$ cat src/rtl/tx_frame_arbiter.sv
// Frame-info FIFO scheduler: one-deep request slot per producer channel, drained as
// {channel id, byte total} under round-robin or fixed priority with almost-full backpressure.
module tx_frame_arbiter #(
  parameter int unsigned NUM_CH      = 4,
  parameter int unsigned LEN_W       = 11,
  parameter int unsigned ID_W        = 2,
  parameter int unsigned ROUND_ROBIN = 1
) (
  input  logic                     clock,
  input  logic                     reset,
  input  logic [NUM_CH-1:0]        req_start,
  input  logic [NUM_CH*LEN_W-1:0]  req_bytes,
  input  logic                     tf_afull,
  output logic [ID_W+LEN_W-1:0]    tf_data,
  output logic                     tf_wr_en,
  output logic [NUM_CH-1:0]        pending,
  output logic [NUM_CH-1:0]        ovf,
  input  logic                     ovf_clr
);

  localparam int unsigned IDX_W  = (NUM_CH > 1) ? $clog2(NUM_CH) : 1;
  localparam int unsigned DATA_W = ID_W + LEN_W;

  logic [NUM_CH-1:0] pending_q, pending_d;
  logic [NUM_CH-1:0] ovf_q, ovf_d;
  logic [LEN_W-1:0]  bytes_q [NUM_CH];
  logic [LEN_W-1:0]  bytes_d [NUM_CH];
  logic [IDX_W-1:0]  last_q, last_d;
  logic [DATA_W-1:0] tf_data_q, tf_data_d;
  logic              tf_wr_en_q, tf_wr_en_d;

  logic              gnt_valid_c;
  logic [IDX_W-1:0]  gnt_idx_c;
  logic [IDX_W-1:0]  scan_idx_c;

  // Grant search: from last+1 with wrap (round-robin) or from ch0 upward (fixed).
  always_comb begin
    gnt_valid_c = 1'b0;
    gnt_idx_c   = '0;
    scan_idx_c  = '0;
    if (!tf_afull) begin
      for (int unsigned i = 0; i < NUM_CH; i++) begin
        if (ROUND_ROBIN != 0) begin
          scan_idx_c = IDX_W'((32'(last_q) + 32'd1 + i) % NUM_CH);
        end else begin
          scan_idx_c = IDX_W'(i);
        end
        if (!gnt_valid_c && pending_q[scan_idx_c]) begin
          gnt_valid_c = 1'b1;
          gnt_idx_c   = scan_idx_c;
        end
      end
    end
  end

  // Per-channel slot: a granted slot is free this cycle, so a same-cycle start reloads it.
  for (genvar k = 0; k < NUM_CH; k++) begin : g_slot
    logic granted_c;
    logic free_c;
    assign granted_c  = gnt_valid_c && (gnt_idx_c == IDX_W'(k));
    assign free_c     = !pending_q[k] || granted_c;
    assign pending_d[k] = (pending_q[k] && !granted_c) || req_start[k];
    assign bytes_d[k]   = (req_start[k] && free_c) ? req_bytes[k*LEN_W +: LEN_W] : bytes_q[k];
    assign ovf_d[k]     = (ovf_q[k] && !ovf_clr) || (req_start[k] && !free_c);
  end

  // Registered FIFO write carries the slot contents as they stood at grant time.
  always_comb begin
    last_d     = last_q;
    tf_data_d  = tf_data_q;
    tf_wr_en_d = gnt_valid_c;
    if (gnt_valid_c) begin
      last_d    = gnt_idx_c;
      tf_data_d = {ID_W'(gnt_idx_c), bytes_q[gnt_idx_c]};
    end
  end

  always_ff @(posedge clock or posedge reset) begin
    if (reset) begin
      pending_q  <= '0;
      ovf_q      <= '0;
      last_q     <= IDX_W'(NUM_CH - 1);
      tf_data_q  <= '0;
      tf_wr_en_q <= 1'b0;
      for (int unsigned i = 0; i < NUM_CH; i++) begin
        bytes_q[i] <= '0;
      end
    end else begin
      pending_q  <= pending_d;
      ovf_q      <= ovf_d;
      last_q     <= last_d;
      tf_data_q  <= tf_data_d;
      tf_wr_en_q <= tf_wr_en_d;
      for (int unsigned i = 0; i < NUM_CH; i++) begin
        bytes_q[i] <= bytes_d[i];
      end
    end
  end

  assign tf_data  = tf_data_q;
  assign tf_wr_en = tf_wr_en_q;
  assign pending  = pending_q;
  assign ovf      = ovf_q;

endmodule

$ cat config.mk
export PLATFORM = sky130hd
export DESIGN_NAME = tx_frame_arbiter
export DESIGN_NICKNAME = d
export VERILOG_FILES = /design/src/rtl/tx_frame_arbiter.sv
export SDC_FILE = /design/constraint.sdc
export NUM_CORES = 1
export LEC_CHECK = 0
export ABC_AREA = 1
export BUFFER_PORTS_ARGS = -buffer_cell sky130_fd_sc_hd__buf_2
export CAP_MARGIN = 20
export CORE_UTILIZATION = 49
export DETAILED_ROUTE_END_ITERATION = 10
export GPL_ROUTABILITY_DRIVEN = 0
export GPL_TIMING_DRIVEN = 1
export PLACE_DENSITY = 0.76
export SYNTH_ARGS = -nofsm -noshare
export SYNTH_HDL_FRONTEND = slang
export SYNTH_SLANG_ARGS = --single-unit
export TNS_END_PERCENT = 30
$ cat constraint.sdc
create_clock -name clock -period 1.9 [get_ports clock]
set_input_delay 0.095 -clock clock [delete_from_list [all_inputs] [get_ports clock]]
set_output_delay 0.095 -clock clock [all_outputs]
set_load 0.02 [all_outputs]
==> impl_metrics.json <==
{
  "drv_cap": 0,
  "whs_ps": -4.029,
  "min_period_ps": 2443,
  "rsz0062_at_grt": "yes",
  "antenna_found_initial": 0,
  "clkTransAtPathRegs_ps": 70,
  "grt_usage_pct": 28.43,
  "clock_latency_ps": 340,
  "regToRegStartpoint": "last_q[0]$_DFFE_PP1P_",
  "hpwl_um": 6429,
  "crit_arrival_ps": 2720,
  "nets": 614,
  "final_layout_size_suffix_gt1_share_pct": 37.35,
  "avgSynthCellArea_um2": 7.873,
  "status": "finished, violations left",
  "drt-total-wl_um": 10540,
  "synth_top_cell_area_share_pct": 49.83,
  "grtUsageMet2_pct": 47.17,
  "r2r_slack_ps": -540,
  "synth_area_um2": 3314,
  "fin_skew_ps": 6.790,
  "hold_class": "primary input to flip-flop",
  "dieArea_um2": 7097,
  "synth_area_leaders": "dfrtp_1, nand2_1, nand3_1",
  "grt_start_max_net_pins": 45,
  "start_util_pct": 51.61,
  "cts_made_buffers": 9,
  "synth_warnings": 0,
  "cp_top_family": "simple AND/OR/NAND/NOR gates",
  "dieWidth_um": 84.25,
  "portBuffers": 73,
  "ff2ff_path_depth": 17,
  "min_from": "req_bytes[16]",
  "p_leak_nw": 2.591,
  "hold_violations": 1,
  "root_buffer": "clkbuf_8",
  "final_cell_area_um2": 4928,
  "die_h_um": 84.25,
  "grt_first_pass_wirelength_um": 15530,
  "rows": 29,
  "worstPathCellList": "buf_12, inv_8, nand2_2, nand2_2, nand2_2, nand2_4, nor2_4, buf_4, buf_4, nand2_1, o21ai_2, inv_2, nand4_1, nand2_2, nand2_2, nand2_1, nand2_1",
  "relSlewSlack_pct": 62.17,
  "holdPathStages": 3,
  "cp-start-kind": "flip-flop",
  "postLayoutCoreUtil_pct": 76.74,
  "vias": 3546,
  "worst_path_most_repeated_cell": "nand2_2",
  "cts_tree": "yes",
  "drt_iter0_drc": 259,
  "worstPathMaxFanout": 11,
  "use_met1_pct": 37.45,
  "post_drt_via_cell_ratio": 5.523,
  "overflow": 0,
  "cp.depth": 17,
  "top_usage_layer": "met2",
  "syn_nets": 473,
  "synth_top_area_cell": "dfrtp_1",
  "htree_levels": 3,
  "worst-setup-path-type": "flip-flop to flip-flop",
  "finalMaxSlewViolations": 0,
  "boundaryPins": 74,
  "yosysSeqAreaShare_pct": 51.42,
  "grt_pass1_vias": 3291,
  "syn_to_final_growth_pct": 48.70,
  "setup_viol": 68,
  "synth-seq-cells": 68,
  "ant_nets": 0,
  "wl_per_cell_um": 16.42,
  "cts_buffer_depth": 2,
  "core_um2": 6422,
  "worst_slew_pin_slew_ps": 566.6,
  "ys_types": 23,
  "drc": 13,
  "syn_inst": 421,
  "diodes": 0,
  "placed_area_um2": 3913,
  "critPathRequiredTime_ps": 2180,
  "cp_num_buf_inv": 5,
  "power_density_nw_per_um2": 2081,
  "clkSinkCount": 68,
  "setup_slack_ps": -542.5,
  "place_ws_ps": -535.7,
  "first_pass_iters": 10,
  "ir_drop_mv": 1.096,
  "crit_start": "last_q[0]$_DFFE_PP1P_",
  "crit_slowest_cell": "dfstp_2",
  "use_met3_pct": 3.835,
  "violations": "DRC, hold timing, setup timing",
  "clock.fmax_ghz": 0.4094,
  "fin_crit_sh_pct": 128.6,
  "worstSetupEndpointType": "flip-flop",
  "cp_slowest_stage_delay_ps": 560
}
stage by stage:
step	hold WS, ps	total power [W]	TNS, ps	cells
6_report	-4.029	0.01026	-31260	642
5_1_grt	7.578	0.01086	-37130	642
4_1_cts	0.6071	0.009169	-17310	630
3_5_place_dp	184.5	0.007129	-24700	576
3_3_place_gp	163.7	0.006964	-18250	576
2_1_floorplan	194.0	0.005551	-5174	421
cells by family (layout without fill, tap and decap cells):
group                  count (synthesis)  after routing  synth area share (%)
and+or+nand+nor                      298            301                 39.52
buffers and inverters                 44            185                 6.342
AOI/OAI and AO/OA                     11             11                 2.718
DFF                                   68             68                 51.42
worst register-to-register path, cell delays in order, from the launching register on:
cell     delay, ps
dfstp_2        560
buf_12         130
inv_8           50
nand2_2         70
nand2_2         70
nand2_2        110
nand2_4         70
nor2_4         170
buf_4          150
buf_4           90
nand2_1         70
o21ai_2        210
inv_2           80
nand4_1        120
nand2_2         80
nand2_2        180
nand2_1         90
nand2_1         80
routing by layer:
metal  vias up  part of all wire [%]
met1      1666                    39
met2       191                    50
met4         0                   4.5
li1       1646                     -
met3        43                   6.0
met5         -                     0
worst paths after layout:
check,to
min reg2reg,bytes_q[2]$_DFFE_PP0P_
min in group asynchronous,ovf[3]$_DFF_PP0_
max reg2reg,bytes_q[39]$_DFFE_PP0P_
max in group asynchronous,pending[2]$_DFF_PP0_
min,bytes_q[27]$_DFFE_PP0P_
max,bytes_q[39]$_DFFE_PP0P_
cell usage in the layout (no fill, tap or decap), drive strengths merged:
| cell | n |
|---|---|
| buf | 121 |
| inv | 21 |
| dlygate4sd3 | 29 |
| clkinv | 1 |
| bufinv | 1 |
| nand2 | 167 |
| o22ai | 4 |
| nor2 | 37 |
| clkbuf | 12 |
| dfrtp | 66 |
| dfstp | 2 |
| nand3 | 85 |
| o21ai | 7 |
| nand4 | 12 |
registers in the layout, indices dropped and copies added (netlist names):
name      count
ovf           4
tf_wr_en      1
pending       4
last_q        2
bytes_q      44
tf_data      13
repair_timing:
| action | CTS | global route |
|---|---|---|
| gates resized for setup | 44 | 44 |
| hold endpoints to repair | 50 | 0 |
| cloned | 2 | 3 |
| hold buffers | 29 | 0 |
| pin swaps | 25 | 22 |
| setup buffers | 9 | 9 |
| setup endpoints to repair | 66 | 68 |
report_power, final:
part / switching, W / internal [W]
logic: 0.00370 / 0.00270
registers: 0.000516 / 0.00217
clock network: 0.000516 / 0.000662
total: 0.00473 / 0.00553
Yosys cell counts:
| cell | n |
|---|---|
| o21ai_4 | 2 |
| inv_1 | 15 |
| buf_1 | 1 |
| o22ai_1 | 4 |
| nor2_1 | 35 |
| nand3_1 | 83 |
| o21ai_2 | 2 |
| o21ai_0 | 2 |
| clkbuf_1 | 7 |
| o21ai_1 | 1 |
| dfrtp_1 | 66 |
| nand2_4 | 3 |
| dfstp_2 | 2 |
| buf_4 | 2 |
| nand3_2 | 2 |
| inv_2 | 5 |
| nand2_1 | 156 |
| inv_4 | 1 |
| nand4_1 | 12 |
| nor2_4 | 1 |
| nand2_2 | 6 |
| buf_6 | 3 |
| buf_2 | 10 |
area by class of cell:
| type | instances | area [um2] |
|---|---|---|
| clock buffers | 12 | 155.1 |
| clock inverters | 2 | 35.03 |
| fillers | 438 | 1494 |
| inverters | 21 | 88.84 |
| multi-input cells | 312 | 1688 |
| flip-flops and latches | 68 | 1704 |
| well taps | 77 | 96.34 |
| repair buffers | 150 | 1161 |
No activity file was read; power rests on OpenSTA's default activity.
